### config.mk
export PLATFORM = sky130hd
export DESIGN_NAME = fetch_queue_flat
export DESIGN_NICKNAME = d
export VERILOG_FILES = /design/src/rtl/fetch_pkg.sv /design/src/rtl/fetch_queue_if.sv /design/src/rtl/fetch_fifo.sv /design/src/rtl/fetch_queue.sv /design/src/flat_wrapper.sv
export SDC_FILE = /design/constraint.sdc
export NUM_CORES = 1
export LEC_CHECK = 0
export CORE_MARGIN = 2
export CORE_UTILIZATION = 30
export CTS_CLUSTER_DIAMETER = 50
export DETAILED_ROUTE_END_ITERATION = 12
export PLACE_DENSITY_LB_ADDON = 0.2
export SYNTH_ARGS = -nofsm -noshare
export SYNTH_HDL_FRONTEND = slang
export SYNTH_HIERARCHICAL = 1
export SYNTH_SLANG_ARGS = --single-unit
### constraint.sdc
create_clock -name clk -period 9.2 [get_ports clk]
set_input_delay 1.84 -clock clk [delete_from_list [all_inputs] [get_ports clk]]
set_output_delay 1.84 -clock clk [all_outputs]
set_load 0.005 [all_outputs]
### src/rtl/fetch_pkg.sv
// fetch_pkg: definitions shared by the prefetching fetch stage.
//   fetch_state_e : fetch controller states (IDLE, RUN, HALTED)
//   *_DEF         : default parameter values for the fetch stage
//   cnt_w()       : width of a counter that must hold 0..n inclusive
package fetch_pkg;

    typedef enum logic [1:0] {
        IDLE   = 2'd0,
        RUN    = 2'd1,
        HALTED = 2'd2
    } fetch_state_e;

    localparam int ADDR_W_DEF   = 16;
    localparam int INSTR_W_DEF  = 16;
    localparam int DEPTH_DEF    = 4;
    localparam int PC_INC_DEF   = 2;
    localparam int RESET_PC_DEF = 0;

    function automatic int cnt_w(input int n);
        return $clog2(n + 1);
    endfunction

endpackage

### src/rtl/fetch_queue_if.sv
// fetch_queue_if: control, instruction-memory and decode signals of the fetch stage.
//   control : halt, redirect, redirect_pc
//   imem    : imem_req_valid/ready/addr, imem_rsp_valid/data
//   decode  : instr_valid/ready, instr, instr_pc, instr_next_pc
//   status  : busy
// master = fetch stage side, slave = environment (memory, decode, control).
interface fetch_queue_if #(
    parameter int ADDR_W  = fetch_pkg::ADDR_W_DEF,
    parameter int INSTR_W = fetch_pkg::INSTR_W_DEF
);
    logic               halt;
    logic               redirect;
    logic [ADDR_W-1:0]  redirect_pc;
    logic               imem_req_valid;
    logic               imem_req_ready;
    logic [ADDR_W-1:0]  imem_req_addr;
    logic               imem_rsp_valid;
    logic [INSTR_W-1:0] imem_rsp_data;
    logic               instr_valid;
    logic               instr_ready;
    logic [INSTR_W-1:0] instr;
    logic [ADDR_W-1:0]  instr_pc;
    logic [ADDR_W-1:0]  instr_next_pc;
    logic               busy;

    modport master (
        input  halt, redirect, redirect_pc, imem_req_ready, imem_rsp_valid,
               imem_rsp_data, instr_ready,
        output imem_req_valid, imem_req_addr, instr_valid, instr, instr_pc,
               instr_next_pc, busy
    );

    modport slave (
        output halt, redirect, redirect_pc, imem_req_ready, imem_rsp_valid,
               imem_rsp_data, instr_ready,
        input  imem_req_valid, imem_req_addr, instr_valid, instr, instr_pc,
               instr_next_pc, busy
    );
endinterface

### src/rtl/fetch_fifo.sv
// fetch_fifo: synchronous FIFO with flush, DEPTH a power of two.
//   clk, rst  : clock, asynchronous active-low reset
//   i_flush   : empties the FIFO; overrides push and pop in the same cycle
//   i_push    : write i_data (accepted when not full, or full with a pop)
//   i_pop     : drop the head entry (ignored when empty)
//   o_data    : head entry, zero while empty
//   o_count   : number of stored entries, 0..DEPTH
module fetch_fifo
    import fetch_pkg::*;
#(
    parameter int WIDTH = 8,
    parameter int DEPTH = 4
) (
    input  logic                      clk,
    input  logic                      rst,
    input  logic                      i_flush,
    input  logic                      i_push,
    input  logic [WIDTH-1:0]          i_data,
    input  logic                      i_pop,
    output logic [WIDTH-1:0]          o_data,
    output logic [cnt_w(DEPTH)-1:0]   o_count
);
    localparam int PTR_W = $clog2(DEPTH);
    localparam int CNT_W = cnt_w(DEPTH);

    logic [WIDTH-1:0] r_mem [DEPTH];
    logic [PTR_W-1:0] r_wr_ptr;
    logic [PTR_W-1:0] r_rd_ptr;
    logic [CNT_W-1:0] r_count;

    logic w_empty;
    logic w_full;
    logic w_do_pop;
    logic w_do_push;

    assign w_empty   = (r_count == '0);
    assign w_full    = (r_count == CNT_W'(DEPTH));
    assign w_do_pop  = i_pop && !w_empty;
    assign w_do_push = i_push && (!w_full || w_do_pop);

    always_ff @(posedge clk or negedge rst) begin
        if (!rst) begin
            r_wr_ptr <= '0;
            r_rd_ptr <= '0;
            r_count  <= '0;
        end else if (i_flush) begin
            r_wr_ptr <= '0;
            r_rd_ptr <= '0;
            r_count  <= '0;
        end else begin
            if (w_do_push) r_wr_ptr <= r_wr_ptr + PTR_W'(1);
            if (w_do_pop)  r_rd_ptr <= r_rd_ptr + PTR_W'(1);
            case ({w_do_push, w_do_pop})
                2'b10:   r_count <= r_count + CNT_W'(1);
                2'b01:   r_count <= r_count - CNT_W'(1);
                default: r_count <= r_count;
            endcase
        end
    end

    // Storage needs no reset: nothing is read while the FIFO is empty.
    always_ff @(posedge clk) begin
        if (w_do_push && !i_flush) r_mem[r_wr_ptr] <= i_data;
    end

    assign o_data  = w_empty ? '0 : r_mem[r_rd_ptr];
    assign o_count = r_count;
endmodule

### src/rtl/fetch_queue.sv
// fetch_queue: prefetching fetch stage with a DEPTH-entry instruction queue.
//   clk, rst : clock, asynchronous active-low reset
//   bus      : fetch_queue_if master (control, imem request/response, decode, busy)
// Parameters ADDR_W/INSTR_W must match those of the connected interface.
//
// state  | meaning
// -------+--------------------------------------------------------
// IDLE   | one cycle after reset, no requests
// RUN    | issuing sequential reads while credit is available
// HALTED | halt held high, no new requests, responses still land
module fetch_queue
    import fetch_pkg::*;
#(
    parameter int ADDR_W   = ADDR_W_DEF,
    parameter int INSTR_W  = INSTR_W_DEF,
    parameter int DEPTH    = DEPTH_DEF,
    parameter int PC_INC   = PC_INC_DEF,
    parameter int RESET_PC = RESET_PC_DEF
) (
    input  logic          clk,
    input  logic          rst,
    fetch_queue_if.master bus
);
    localparam int CNT_W = cnt_w(DEPTH);
    localparam int ENT_W = INSTR_W + ADDR_W;

    fetch_state_e      r_state;
    logic [ADDR_W-1:0] r_pc;
    logic [CNT_W-1:0]  r_drop_cnt;

    logic [CNT_W-1:0]  w_q_count;
    logic [CNT_W-1:0]  w_side_count;
    logic [CNT_W-1:0]  w_outstanding;
    logic [CNT_W-1:0]  w_rsp_dec;
    logic [ENT_W-1:0]  w_q_head;
    logic [ADDR_W-1:0] w_side_head;
    logic              w_credit;
    logic              w_req_valid;
    logic              w_req_fire;
    logic              w_drop;
    logic              w_push;
    logic              w_q_valid;
    logic              w_pop;

    // Every outstanding request is either still paired with a PC in the
    // side-queue or already condemned by a redirect and counted in drop_cnt.
    assign w_outstanding = w_side_count + r_drop_cnt;
    assign w_rsp_dec     = {{(CNT_W-1){1'b0}}, bus.imem_rsp_valid};

    // Credit reserves a queue slot for every request still in flight.
    assign w_credit    = ({1'b0, w_q_count} + {1'b0, w_outstanding}) < (CNT_W+1)'(DEPTH);
    assign w_req_valid = (r_state == RUN) && !bus.redirect && w_credit;
    assign w_req_fire  = w_req_valid && bus.imem_req_ready;

    assign w_drop    = (r_drop_cnt != '0);
    assign w_push    = bus.imem_rsp_valid && !w_drop && !bus.redirect;
    assign w_q_valid = (w_q_count != '0);
    assign w_pop     = w_q_valid && bus.instr_ready && !bus.redirect;

    always_ff @(posedge clk or negedge rst) begin
        if (!rst) begin
            r_state <= IDLE;
        end else begin
            case (r_state)
                IDLE:    r_state <= RUN;
                RUN:     if (bus.halt)  r_state <= HALTED;
                HALTED:  if (!bus.halt) r_state <= RUN;
                default: r_state <= IDLE;
            endcase
        end
    end

    always_ff @(posedge clk or negedge rst) begin
        if (!rst) begin
            r_pc <= ADDR_W'(RESET_PC);
        end else if (bus.redirect) begin
            r_pc <= bus.redirect_pc;
        end else if (w_req_fire) begin
            r_pc <= r_pc + ADDR_W'(PC_INC);
        end
    end

    // No request can fire during a redirect, so only this cycle's response
    // reduces the number of stale beats still to come.
    always_ff @(posedge clk or negedge rst) begin
        if (!rst) begin
            r_drop_cnt <= '0;
        end else if (bus.redirect) begin
            r_drop_cnt <= w_outstanding - w_rsp_dec;
        end else if (bus.imem_rsp_valid && w_drop) begin
            r_drop_cnt <= r_drop_cnt - CNT_W'(1);
        end
    end

    fetch_fifo #(.WIDTH(ADDR_W), .DEPTH(DEPTH)) u_side_q (
        .clk     (clk),
        .rst     (rst),
        .i_flush (bus.redirect),
        .i_push  (w_req_fire),
        .i_data  (r_pc),
        .i_pop   (w_push),
        .o_data  (w_side_head),
        .o_count (w_side_count)
    );

    fetch_fifo #(.WIDTH(ENT_W), .DEPTH(DEPTH)) u_instr_q (
        .clk     (clk),
        .rst     (rst),
        .i_flush (bus.redirect),
        .i_push  (w_push),
        .i_data  ({bus.imem_rsp_data, w_side_head}),
        .i_pop   (w_pop),
        .o_data  (w_q_head),
        .o_count (w_q_count)
    );

    assign bus.imem_req_valid = w_req_valid;
    assign bus.imem_req_addr  = r_pc;
    assign bus.instr_valid    = w_q_valid;
    assign bus.instr          = w_q_head[ENT_W-1:ADDR_W];
    assign bus.instr_pc       = w_q_head[ADDR_W-1:0];
    assign bus.instr_next_pc  = w_q_head[ADDR_W-1:0] + ADDR_W'(PC_INC);
    assign bus.busy           = (w_outstanding != '0) || w_q_valid;
endmodule

### src/flat_wrapper.sv
// flat-port wrapper written by rule: the top's interface ports become plain ports
module fetch_queue_flat import fetch_pkg::*;
#(
    parameter int ADDR_W   = ADDR_W_DEF,
    parameter int INSTR_W  = INSTR_W_DEF,
    parameter int DEPTH    = DEPTH_DEF,
    parameter int PC_INC   = PC_INC_DEF,
    parameter int RESET_PC = RESET_PC_DEF
)
  (clk, rst, bus_halt, bus_redirect, bus_redirect_pc, bus_imem_req_ready, bus_imem_rsp_valid, bus_imem_rsp_data, bus_instr_ready, bus_imem_req_valid, bus_imem_req_addr, bus_instr_valid, bus_instr, bus_instr_pc, bus_instr_next_pc, bus_busy);
  fetch_queue_if #(.ADDR_W(ADDR_W), .INSTR_W(INSTR_W)) bus_i ();
  input  logic clk;
  input  logic rst;
  input wire logic [$bits(bus_i.halt)-1:0] bus_halt;
  input wire logic [$bits(bus_i.redirect)-1:0] bus_redirect;
  input wire logic [$bits(bus_i.redirect_pc)-1:0] bus_redirect_pc;
  input wire logic [$bits(bus_i.imem_req_ready)-1:0] bus_imem_req_ready;
  input wire logic [$bits(bus_i.imem_rsp_valid)-1:0] bus_imem_rsp_valid;
  input wire logic [$bits(bus_i.imem_rsp_data)-1:0] bus_imem_rsp_data;
  input wire logic [$bits(bus_i.instr_ready)-1:0] bus_instr_ready;
  output wire logic [$bits(bus_i.imem_req_valid)-1:0] bus_imem_req_valid;
  output wire logic [$bits(bus_i.imem_req_addr)-1:0] bus_imem_req_addr;
  output wire logic [$bits(bus_i.instr_valid)-1:0] bus_instr_valid;
  output wire logic [$bits(bus_i.instr)-1:0] bus_instr;
  output wire logic [$bits(bus_i.instr_pc)-1:0] bus_instr_pc;
  output wire logic [$bits(bus_i.instr_next_pc)-1:0] bus_instr_next_pc;
  output wire logic [$bits(bus_i.busy)-1:0] bus_busy;
  assign bus_i.halt = bus_halt;
  assign bus_i.redirect = bus_redirect;
  assign bus_i.redirect_pc = bus_redirect_pc;
  assign bus_i.imem_req_ready = bus_imem_req_ready;
  assign bus_i.imem_rsp_valid = bus_imem_rsp_valid;
  assign bus_i.imem_rsp_data = bus_imem_rsp_data;
  assign bus_i.instr_ready = bus_instr_ready;
  assign bus_imem_req_valid = bus_i.imem_req_valid;
  assign bus_imem_req_addr = bus_i.imem_req_addr;
  assign bus_instr_valid = bus_i.instr_valid;
  assign bus_instr = bus_i.instr;
  assign bus_instr_pc = bus_i.instr_pc;
  assign bus_instr_next_pc = bus_i.instr_next_pc;
  assign bus_busy = bus_i.busy;
  fetch_queue #(.ADDR_W(ADDR_W), .INSTR_W(INSTR_W), .DEPTH(DEPTH), .PC_INC(PC_INC), .RESET_PC(RESET_PC)) u_core (.clk(clk), .rst(rst), .bus(bus_i));
endmodule
---- After elaboration in Yosys (flattened, before gate mapping) ----
Memories as Yosys holds them, arrays and structs flattened.
Index checks and enable logic that the tools add are counted.
operators by class
  $add $sub $neg .......................... 14
  multiplexer cells ....................... 25
  $lt $le $gt $ge ......................... 1
  equal/unequal tests ..................... 10
  reduce and logical (&&, ||, !) cells .... 38
operators by type and width
  operator                                             number
  2-to-1 mux 16 bit                                    3
  adder 16 x 2 -> 16 bit (second input constant)       2
  2-to-1 mux 32 bit                                    1
  2-to-1 mux 2 bit                                     10
  nonzero test 3 bit                                   5
  logical AND 1 bit                                    14
  2-to-1 mux 3 bit                                     4
  one-hot mux 3 bit (2 select lines)                   2
  nonzero test 2 bit                                   6
  subtractor 3 x 1 -> 3 bit (second input constant)    3
  adder 2 x 1 -> 2 bit (second input constant)         4
  adder 3 x 1 -> 3 bit (second input constant)         2
  == test 2 x 1 -> 1 bit (second input constant)       3
  == test 2 bit (second input constant)                3
  == test 3 bit (second input constant)                2
  logical NOT 1 bit                                    6
  logical NOT 3 bit                                    2
  one-hot mux 2 bit (3 select lines)                   1
  adder 3 x 3 -> 4 bit                                 1
  < comparator 4 x 3 -> 1 bit (second input constant)  1
  2-to-1 mux 1 bit                                     4
  != test 2 bit (second input constant)                2
  adder 3 bit                                          1
  logical OR 1 bit                                     3
  other kinds (3)                                      3
storage, ports and cells
  input bits .............................. 39
  output and inout bits ................... 67
  memory bits (writable) .................. 192
  register bits after elaboration ......... 35
  memories kept ........................... 2
  logic and storage cells ................. 99
memories
  name                    words  width  read ports  clocked after memory_dff  wr ports  line              text
  u_core.u_instr_q.r_mem  4      32     1           0                         1         fetch_fifo.sv:26  logic [WIDTH-1:0] r_mem [DEPTH];
  u_core.u_side_q.r_mem   4      16     1           0                         1         fetch_fifo.sv:26

---- Longest topological paths before layout ----
Gate-level depths: netlist of the first run.
  depth after elaboration ................. 10
  mapped depth ............................ 15
  depth with buffers taken out ............ 14

---- By module ----
The synthesis of the first run kept the hierarchy.
modules (own cells, without submodules)
  module                          cells an instance  area each (um^2)  sequential area each (um^2)  times used
  fetch_fifo at u_core.u_instr_q  265                5411.4            4018.9                       1
  fetch_fifo at u_core.u_side_q   163                2994.1            2097.0                       1
  fetch_queue                     177                1604.0            525.5                        1

---- Least setup slack after synthesis of the first run ----
OpenSTA, ideal clock, no wires.
  path type ............................... input -> register
  start point ............................. in bus_redirect
  end point ............................... mem u_core/u_instr_q/r_mem[0][0] (netlist name) (enable)
  path buffers ............................ 3
  path slack .............................. 4.885 ns
  arrival ................................. 3.923 ns
  required time ........................... 8.808 ns
  stages .................................. 7
  library setup time ...................... 0.392 ns
  cells stage by stage .................... clkbuf_1 -> clkbuf_1 -> nor3b_1 -> buf_6 -> inv_1 -> nor3_1 -> and2_1
on the way
  elaborated cells on any way between the ends .. 9
  classes of those cells .................. 2 x mux; 7 x reduce/logical
RTL lines
  what                                    line                text
  start, declared                         flat_wrapper.sv:15  input wire logic [$bits(bus_i.redirect)-1:0] bus_redirect;
  logical NOT 1 bit                       fetch_queue.sv:56   assign w_push = bus.imem_rsp_valid && !w_drop && !bus.redirect;
  logical AND 1 bit                       fetch_queue.sv:56
  named net u_core.w_push                 fetch_queue.sv:41   logic w_push;
  logical AND 1 bit                       fetch_fifo.sv:39    assign w_do_push = i_push && (!w_full || w_do_pop);
  logical AND 1 bit                       fetch_fifo.sv:63    if (w_do_push && !i_flush) r_mem[r_wr_ptr] <= i_data;
  2-to-1 mux 1 bit                        fetch_fifo.sv:63
  2-to-1 mux 1 bit (not written as such)  fetch_fifo.sv:63
  end, declared                           fetch_fifo.sv:26
The timed path passes the listed nets, and every way through them passes these cells.

---- Worst setup path in the final report of the first run ----
  start point ............................. reg u_core.u_instr_q.r_count[0] (netlist: u_core/u_instr_q/o_count[0])
  end point ............................... out bus_instr_next_pc[15]
on the way
  cells in the longest elaborated chain, start to end .. 3
RTL lines
  what                    line                text
  start, declared         fetch_fifo.sv:29    logic [CNT_W-1:0] r_count;
  start signal, assigned  fetch_fifo.sv:54    2'b10: r_count <= r_count + CNT_W'(1);
  start signal, assigned  fetch_fifo.sv:55    2'b01: r_count <= r_count - CNT_W'(1);
  start signal, assigned  fetch_fifo.sv:56    default: r_count <= r_count;
  logical NOT 3 bit       fetch_fifo.sv:36    assign w_empty = (r_count == '0);
  2-to-1 mux 32 bit       fetch_fifo.sv:66    assign o_data = w_empty ? '0 : r_mem[r_rd_ptr];
  adder 16 x 2 -> 16 bit  fetch_queue.sv:122  assign bus.instr_next_pc = w_q_head[ADDR_W-1:0] + ADDR_W'(PC_INC);
  end, declared           flat_wrapper.sv:26  output wire logic [$bits(bus_i.instr_next_pc)-1:0] bus_instr_next_pc;
No other way between the ends.

==> flow_metrics.tcl, run 1 <==
set metrics [dict create \
    busiest_layer "met2" \
    critical-path-top-delay-family "simple AND/OR/NAND/NOR gates" \
    numCtsBuffers 28 \
    port_buffers 105 \
    syn_nets 664 \
    instances_no_fill 1177 \
    hold_class "reg -> reg" \
    cp-start-kind "flop" \
    synth.avg_cell_area_um2 16.5 \
    combPwrFrac_pct 7.6 \
    post_cts.repair.setup_buffers 0 \
    critPathCaptureType "output port" \
    place_congestion 0.769 \
    powerDensity_nw_per_um2 194 \
    ant_nets 0 \
    grt_pass1_vias 5855 \
    internal_power_uw 1840 \
    antenna_cells 0 \
    synthTopCellsByArea "edfxtp_1 58%, mux4_2 11%, dfrtp_1 8.8%, nor2b_1 3.1%, ha_1 2.1%" \
    rsz0062_at_grt "no" \
    num_rows 66 \
    path_class "reg -> out" \
    root_buffer "clkbuf_16" \
    die_area_um2 34800 \
    post_drt_wl_per_cell_um 17.2 \
    grt_antenna_before_repair 0 \
    grt_use_met2_pct 19.2 \
    hold_buffers 0 \
    slew_violations 0 \
    post-place-ws_ns 3.44 \
    drtIter0Drc 406 \
    final_core_util_pct 37.7 \
    route.vias.total 5552 \
    tightest_slew_ns 1.06 \
    seqPwrFrac_pct 49.5 \
    start_util_pct 30.6 \
    tns_ns 0 \
    numPlacedInstances 1125 \
    core_um2 32700 \
    p_switching_uw 549 \
    finalClockSkew_ns 0.0241 \
    p_total_uw 2390 \
    drc 0 \
    syn-cell-area_um2 10000 \
    grt-ovfl-total 0 \
    p_leak_uw 0.00402 \
    fin_crit_ns 5.57 \
    die_x_um 187 \
    cpPeakStageDelay_ns 0.64 \
    dr.pass1.iters 4 \
    ys_ff_latch 227 \
    hold_violations 0 \
    p_clk_share_pct 42.8 \
    cts_resized 0 \
    synth_edf_count 192 \
    setup_viol 0 \
    p_sw_share_pct 23.0 \
    cts_tree "done" \
    max_cap_violations 0 \
    cp_cell_sequence "nor3_4 -> buf_4 -> nor2b_1 -> ha_1 -> nand3_1 -> nor2_1 -> nand4_1 -> xnor2_1 -> clkdlybuf4s50_1" \
    htree_levels 1 \
    synth-main-ff-cell "edfxtp_1" \
    finalWirelength_um 20200 \
    io_pins 106 \
    layout-drive-gt1-share_pct 15.6 \
    netlist_instances 605 \
    cp_slowest_cell "dfrtp_1" \
    clk_latency_ns 0.54 \
    yosys_warnings 6 \
    yosysTopAreaCell "edfxtp_1" \
    status "finished clean" \
    area_growth_pct 23.1 \
    crit_buf_inv 2 \
    grtUsageMet3_pct 2.48 \
    ys_async_sr_fraction_pct 15.4 \
    period_share_pct 60.6 \
    ys_seq_area_share_pct 66.4 \
    yosysTopAreaCellShare_pct 57.6 \
    grt_max_degree 41 \
    fin_nets 772 \
    worst_slack_ns 3.63 \
    ir_drop_uv 146 \
    path_clk_slew_ns 0.06 \
    vias_per_cell 4.72 \
    worstPathMaxFanout 29 \
    synth.distinct_cells 52 \
    grt_usage_pct 11.8 \
    dp_hpwl_um 13200 \
    max_freq_mhz 180 \
    fillCellCount 3085 \
    worstPathRequired_ns 7.36 \
    grt_pass1_wl_um 32800 \
    critPathArrivalTime_ns 3.73 \
    die_h_um 187 \
    relSlewSlack_pct 29.3 \
    grtUsageMet1_pct 16.1 \
    cts_sinks 227 \
    ctsLongestPathBuffers 3 \
]
-- layout make-up --
cell class	count	area, µm²	share of cell area (%)
clock buffers	31	712	5.78
clock inverters	21	175	1.42
inverters	19	71.3	0.579
multi-input cells	325	3070	24.9
flip-flops and latches	227	6640	53.9
well taps	442	553	4.49
repair buffers	112	1100	8.95
-- Yosys cell counts (8+ instances only) --
| library cell | instances |
|---|---|
| buf_6 | 12 |
| nor3_1 | 8 |
| buf_2 | 9 |
| a221o_1 | 8 |
| nand3_1 | 16 |
| xnor2_1 | 13 |
| nand2_1 | 21 |
| mux4_2 | 48 |
| ha_1 | 17 |
| nor2b_1 | 50 |
| a21oi_1 | 8 |
| inv_1 | 18 |
| xor2_1 | 13 |
| dfrtp_1 | 35 |
| nor2_1 | 18 |
| and2_1 | 8 |
| edfxtp_1 | 192 |
-- state kept, by name, summed over array words and instances (netlist names) --
signal	count
u_core/u_side_q/r_wr_ptr	2
u_core/u_instr_q/o_count	3
u_core/u_side_q/r_rd_ptr	2
u_core/u_side_q/o_count	3
u_core/r_drop_cnt	3
u_core/u_instr_q/r_rd_ptr	2
u_core/r_state	2
u_core/bus.imem_req_addr	16
u_core/u_instr_q/r_wr_ptr	2
u_core/u_side_q/r_mem	64
u_core/u_instr_q/r_mem	128
-- cell usage in the layout, fill, tap and decap left out, types with 17 or more instances in the layout --
master | Yosys | final
nand2_1 | 21 | 21
clkbuf_16 | 0 | 28
inv_1 | 18 | 18
nor2b_1 | 50 | 50
nor2_1 | 18 | 18
clkdlybuf4s50_1 | 0 | 105
dfrtp_1 | 35 | 34
mux4_2 | 48 | 48
ha_1 | 17 | 17
edfxtp_1 | 192 | 192
-- power groups by stage --
| stage | clock network (µW) | registers, µW | logic, µW |
|---|---|---|---|
| after floorplan | 0 | 1190 | 111 |
| after global placement | 0 | 1200 | 179 |
| after detailed placement | 0 | 1200 | 184 |
| after CTS | 1060 | 1180 | 185 |
| after global routing | 1100 | 1190 | 205 |
| final | 1020 | 1180 | 182 |
-- metal layers --
metal  vias to the layer above  share of wire [%]
li1                       2576                  -
met1                      2785                 46
met2                       162                 46
met3                        29                5.6
met4                         0                2.0
met5                         -                  0
-- stage by stage --
stage                     hold slack, ns  area (µm²)
after global routing               0.601       12300
after global placement             0.495       11400
after floorplan                    0.472       10000
after CTS                          0.528       12300
after detailed placement           0.520       11400
final                              0.521       12300
-- cells by family after synthesis --
group                      share of synthesized area, %
muxes                                              11.2
xor gates and xnor gates                           2.28
and+or+nand+nor                                    10.0
AOI/OAI and AO/OA                                  4.25
adders and majority gates                          2.72
buffers and inverters                              3.17
DFF                                                66.4
-- path summary, 6_finish.rpt --
path                                             startpoint                      endpoint  slack [ns]  cells after the start
worst min register to register            u_core/r_state[1]             u_core/r_state[0]        0.52                      1
worst min-delay path                      u_core/r_state[1]             u_core/r_state[0]        0.52                      1
worst max-delay path            u_core/u_instr_q/o_count[0]         bus_instr_next_pc[15]        3.63                      9
max in group asynchronous                               rst  u_core/u_instr_q/r_rd_ptr[0]        7.12                      2
min in group asynchronous                               rst             u_core/r_state[1]        1.73                      2
worst max register to register   u_core/u_side_q/o_count[0]   u_core/u_side_q/r_mem[3][0]        4.03                     12
No activity file was read; power rests on OpenSTA's default activity.
==> inputs of run 2 (changes only) <==
==> constraint.sdc (replaced) <==
create_clock -name clk -period 5.6 [get_ports clk]
set_input_delay 1.12 -clock clk [delete_from_list [all_inputs] [get_ports clk]]
set_output_delay 1.12 -clock clk [all_outputs]
set_load 0.005 [all_outputs]
==> flow_metrics.tcl, run 2 (synthesized netlist as in run 1, its figures left out) <==
set metrics [dict create \
    drtIter0Drc 436 \
    ant_nets 0 \
    grt-ovfl-total 0 \
    grt_usage_pct 12.1 \
    worstPathMaxFanout 23 \
    path_clk_slew_ns 0.06 \
    num_rows 66 \
    top_register "u_core/u_instr_q/r_mem" \
    cp_slowest_cell "dfrtp_2" \
    max_freq_mhz 209 \
    root_buffer "clkbuf_16" \
    ir_drop_uv 214 \
    cpPeakStageDelay_ns 0.59 \
    layout-drive-gt1-share_pct 15.8 \
    crit_start "u_core/u_instr_q/r_rd_ptr[0]" \
    hold_class "reg -> reg" \
    start_util_pct 30.6 \
    area_growth_pct 23.6 \
    fillCellCount 3060 \
    drc 0 \
    cts_sinks 227 \
    rsz0062_at_grt "no" \
    relSlewSlack_pct 25.0 \
    clk_latency_ns 0.52 \
    largest_register_ffs 128 \
    min_from "u_core/r_state[1]" \
    cts_resized 0 \
    vias_per_cell 4.73 \
    r2r_slack_ns 1.08 \
    ctsLongestPathBuffers 3 \
    hold_buffers 0 \
    dr.pass1.iters 5 \
    finalWirelength_um 21000 \
    core_um2 32700 \
    path_common_cell "and3_1" \
    finalClockSkew_ns 0.00977 \
    final_common_cell "edfxtp_1" \
    instances_no_fill 1177 \
    cp-start-kind "flop" \
    fin_crit_ns 4.78 \
    setup_viol 0 \
    cts_tree "done" \
    die_x_um 187 \
    r2r-start "u_core/u_side_q/o_count[0]" \
    htree_levels 1 \
    hold_violations 0 \
    tightest_slew_ns 1.12 \
    grt_pass1_vias 5823 \
    critPathCaptureType "output port" \
    crit_buf_inv 2 \
    p_leak_uw 0.00405 \
    dp_hpwl_um 14200 \
    mostFrequentLayoutCells "192 x edfxtp_1, 105 x clkdlybuf4s50_1, 50 x nor2b_1, 48 x mux4_2, 34 x dfrtp_1" \
    period_share_pct 85.4 \
    slew_violations 0 \
    antenna_cells 0 \
    status "finished clean" \
    grt_antenna_before_repair 0 \
    path_class "reg -> out" \
    tns_ns 0 \
    grt_pass1_wl_um 33500 \
    hold_depth 1 \
    r2r_cells 13 \
    place_congestion 0.777 \
    cp_cell_sequence "buf_4 -> mux4_2 -> nor2b_1 -> and3_1 -> and3_1 -> nand4_1 -> xnor2_1 -> clkdlybuf4s50_1" \
    rr_endpoint "u_core/u_side_q/r_mem[3][4]" \
    crit_path_end "bus_instr_next_pc[15]" \
    post_drt_wl_per_cell_um 17.9 \
    max_cap_violations 0 \
    die_area_um2 34800 \
    critPathArrivalTime_ns 3.66 \
    numCtsBuffers 26 \
    critical-path-top-delay-family "buffers and inverters" \
    worstPathRequired_ns 4.48 \
    route.vias.total 5565 \
    numPlacedInstances 1131 \
    io_pins 106 \
    fin_nets 776 \
    die_h_um 187 \
    port_buffers 105 \
    grt_max_degree 40 \
    cp.depth 8 \
    post_cts.repair.setup_buffers 0 \
    powerDensity_nw_per_um2 322 \
]
==> run 2: cell count changes in the layout (fill, tap and decap cells not counted), moves of 2 or more <==
cell and change:
bufinv_16 +3, inv_8 -2, inv_6 -3, buf_4 +6, clkinv_2 -2, clkinv_1 -2
==> run 2: area by class of cell <==
| type | count | area [µm²] | area share [%] |
|---|---|---|---|
| Timing Repair Buffer | 118 | 1150 | 9.28 |
| Clock inverter | 15 | 199 | 1.61 |
| Tap cell | 442 | 553 | 4.47 |
| Inverter | 19 | 71.3 | 0.576 |
| Multi-Input combinational cell | 325 | 3070 | 24.8 |
| Clock buffer | 31 | 691 | 5.58 |
| Sequential cell | 227 | 6640 | 53.7 |
==> run 2: worst min path at each step <==
| stage | to | slack (ns) |
|---|---|---|
| 2_1_floorplan | u_core/r_state[0] | 0.47 |
| 3_3_place_gp | u_core/r_state[0] | 0.50 |
| 3_5_place_dp | u_core/r_state[0] | 0.53 |
| 4_1_cts | u_core/r_state[0] | 0.54 |
| 5_1_grt | u_core/r_state[0] | 0.56 |
| 6_report | u_core/r_state[0] | 0.53 |
==> run 2: power by group <==
part | switching (µW) | total [µW] | internal (µW) | leakage (µW)
clock | 660 | 1730 | 1070 | 0.000431
combinational | 151 | 308 | 156 | 0.00143
sequential | 56.3 | 1940 | 1890 | 0.00219
==> run 2: metal layers <==
metal | wire (µm) | global-route usage (%)
met5 | 0 | 0
met4 | 471 | 2.90
met3 | 1130 | 2.26
met2 | 9700 | 19.8
met1 | 9740 | 16.8
==> run 2: worst reg2reg max path: cells and delay by family (launching register included) <==
kind,cells,cell delay (ns)
buffers and inverters,4,0.75
and+or+nand+nor,4,1.48
DFF,1,0.58
xor gates and xnor gates,2,0.43
adders and majority gates,3,0.92
==> run 2: metrics by stage <==
stage / setup WS, ns / hold WS (ns) / utilization [%] / total power (µW) / cell area (µm²)
final: 0.819 / 0.532 / 37.8 / 3980 / 12400
after global routing: 0.459 / 0.563 / 37.8 / 4140 / 12400
after CTS: 0.656 / 0.545 / 37.8 / 4040 / 12400
after detailed placement: 1.05 / 0.533 / 35.1 / 2290 / 11500
after global placement: 1.24 / 0.495 / 35.1 / 2280 / 11500
after floorplan: 1.91 / 0.472 / - / 2140 / 10000
==> inputs of run 3 (changes only) <==
--- a/config.mk
+++ b/config.mk
@@ -5,6 +5,7 @@
 export SDC_FILE = /design/constraint.sdc
 export NUM_CORES = 1
 export LEC_CHECK = 0
+export CAP_MARGIN = 10
 export CORE_MARGIN = 2
 export CORE_UTILIZATION = 30
 export CTS_CLUSTER_DIAMETER = 50
==> results of run 3 <==
The final DEF is identical to that of run 2; final timing and power are the same.
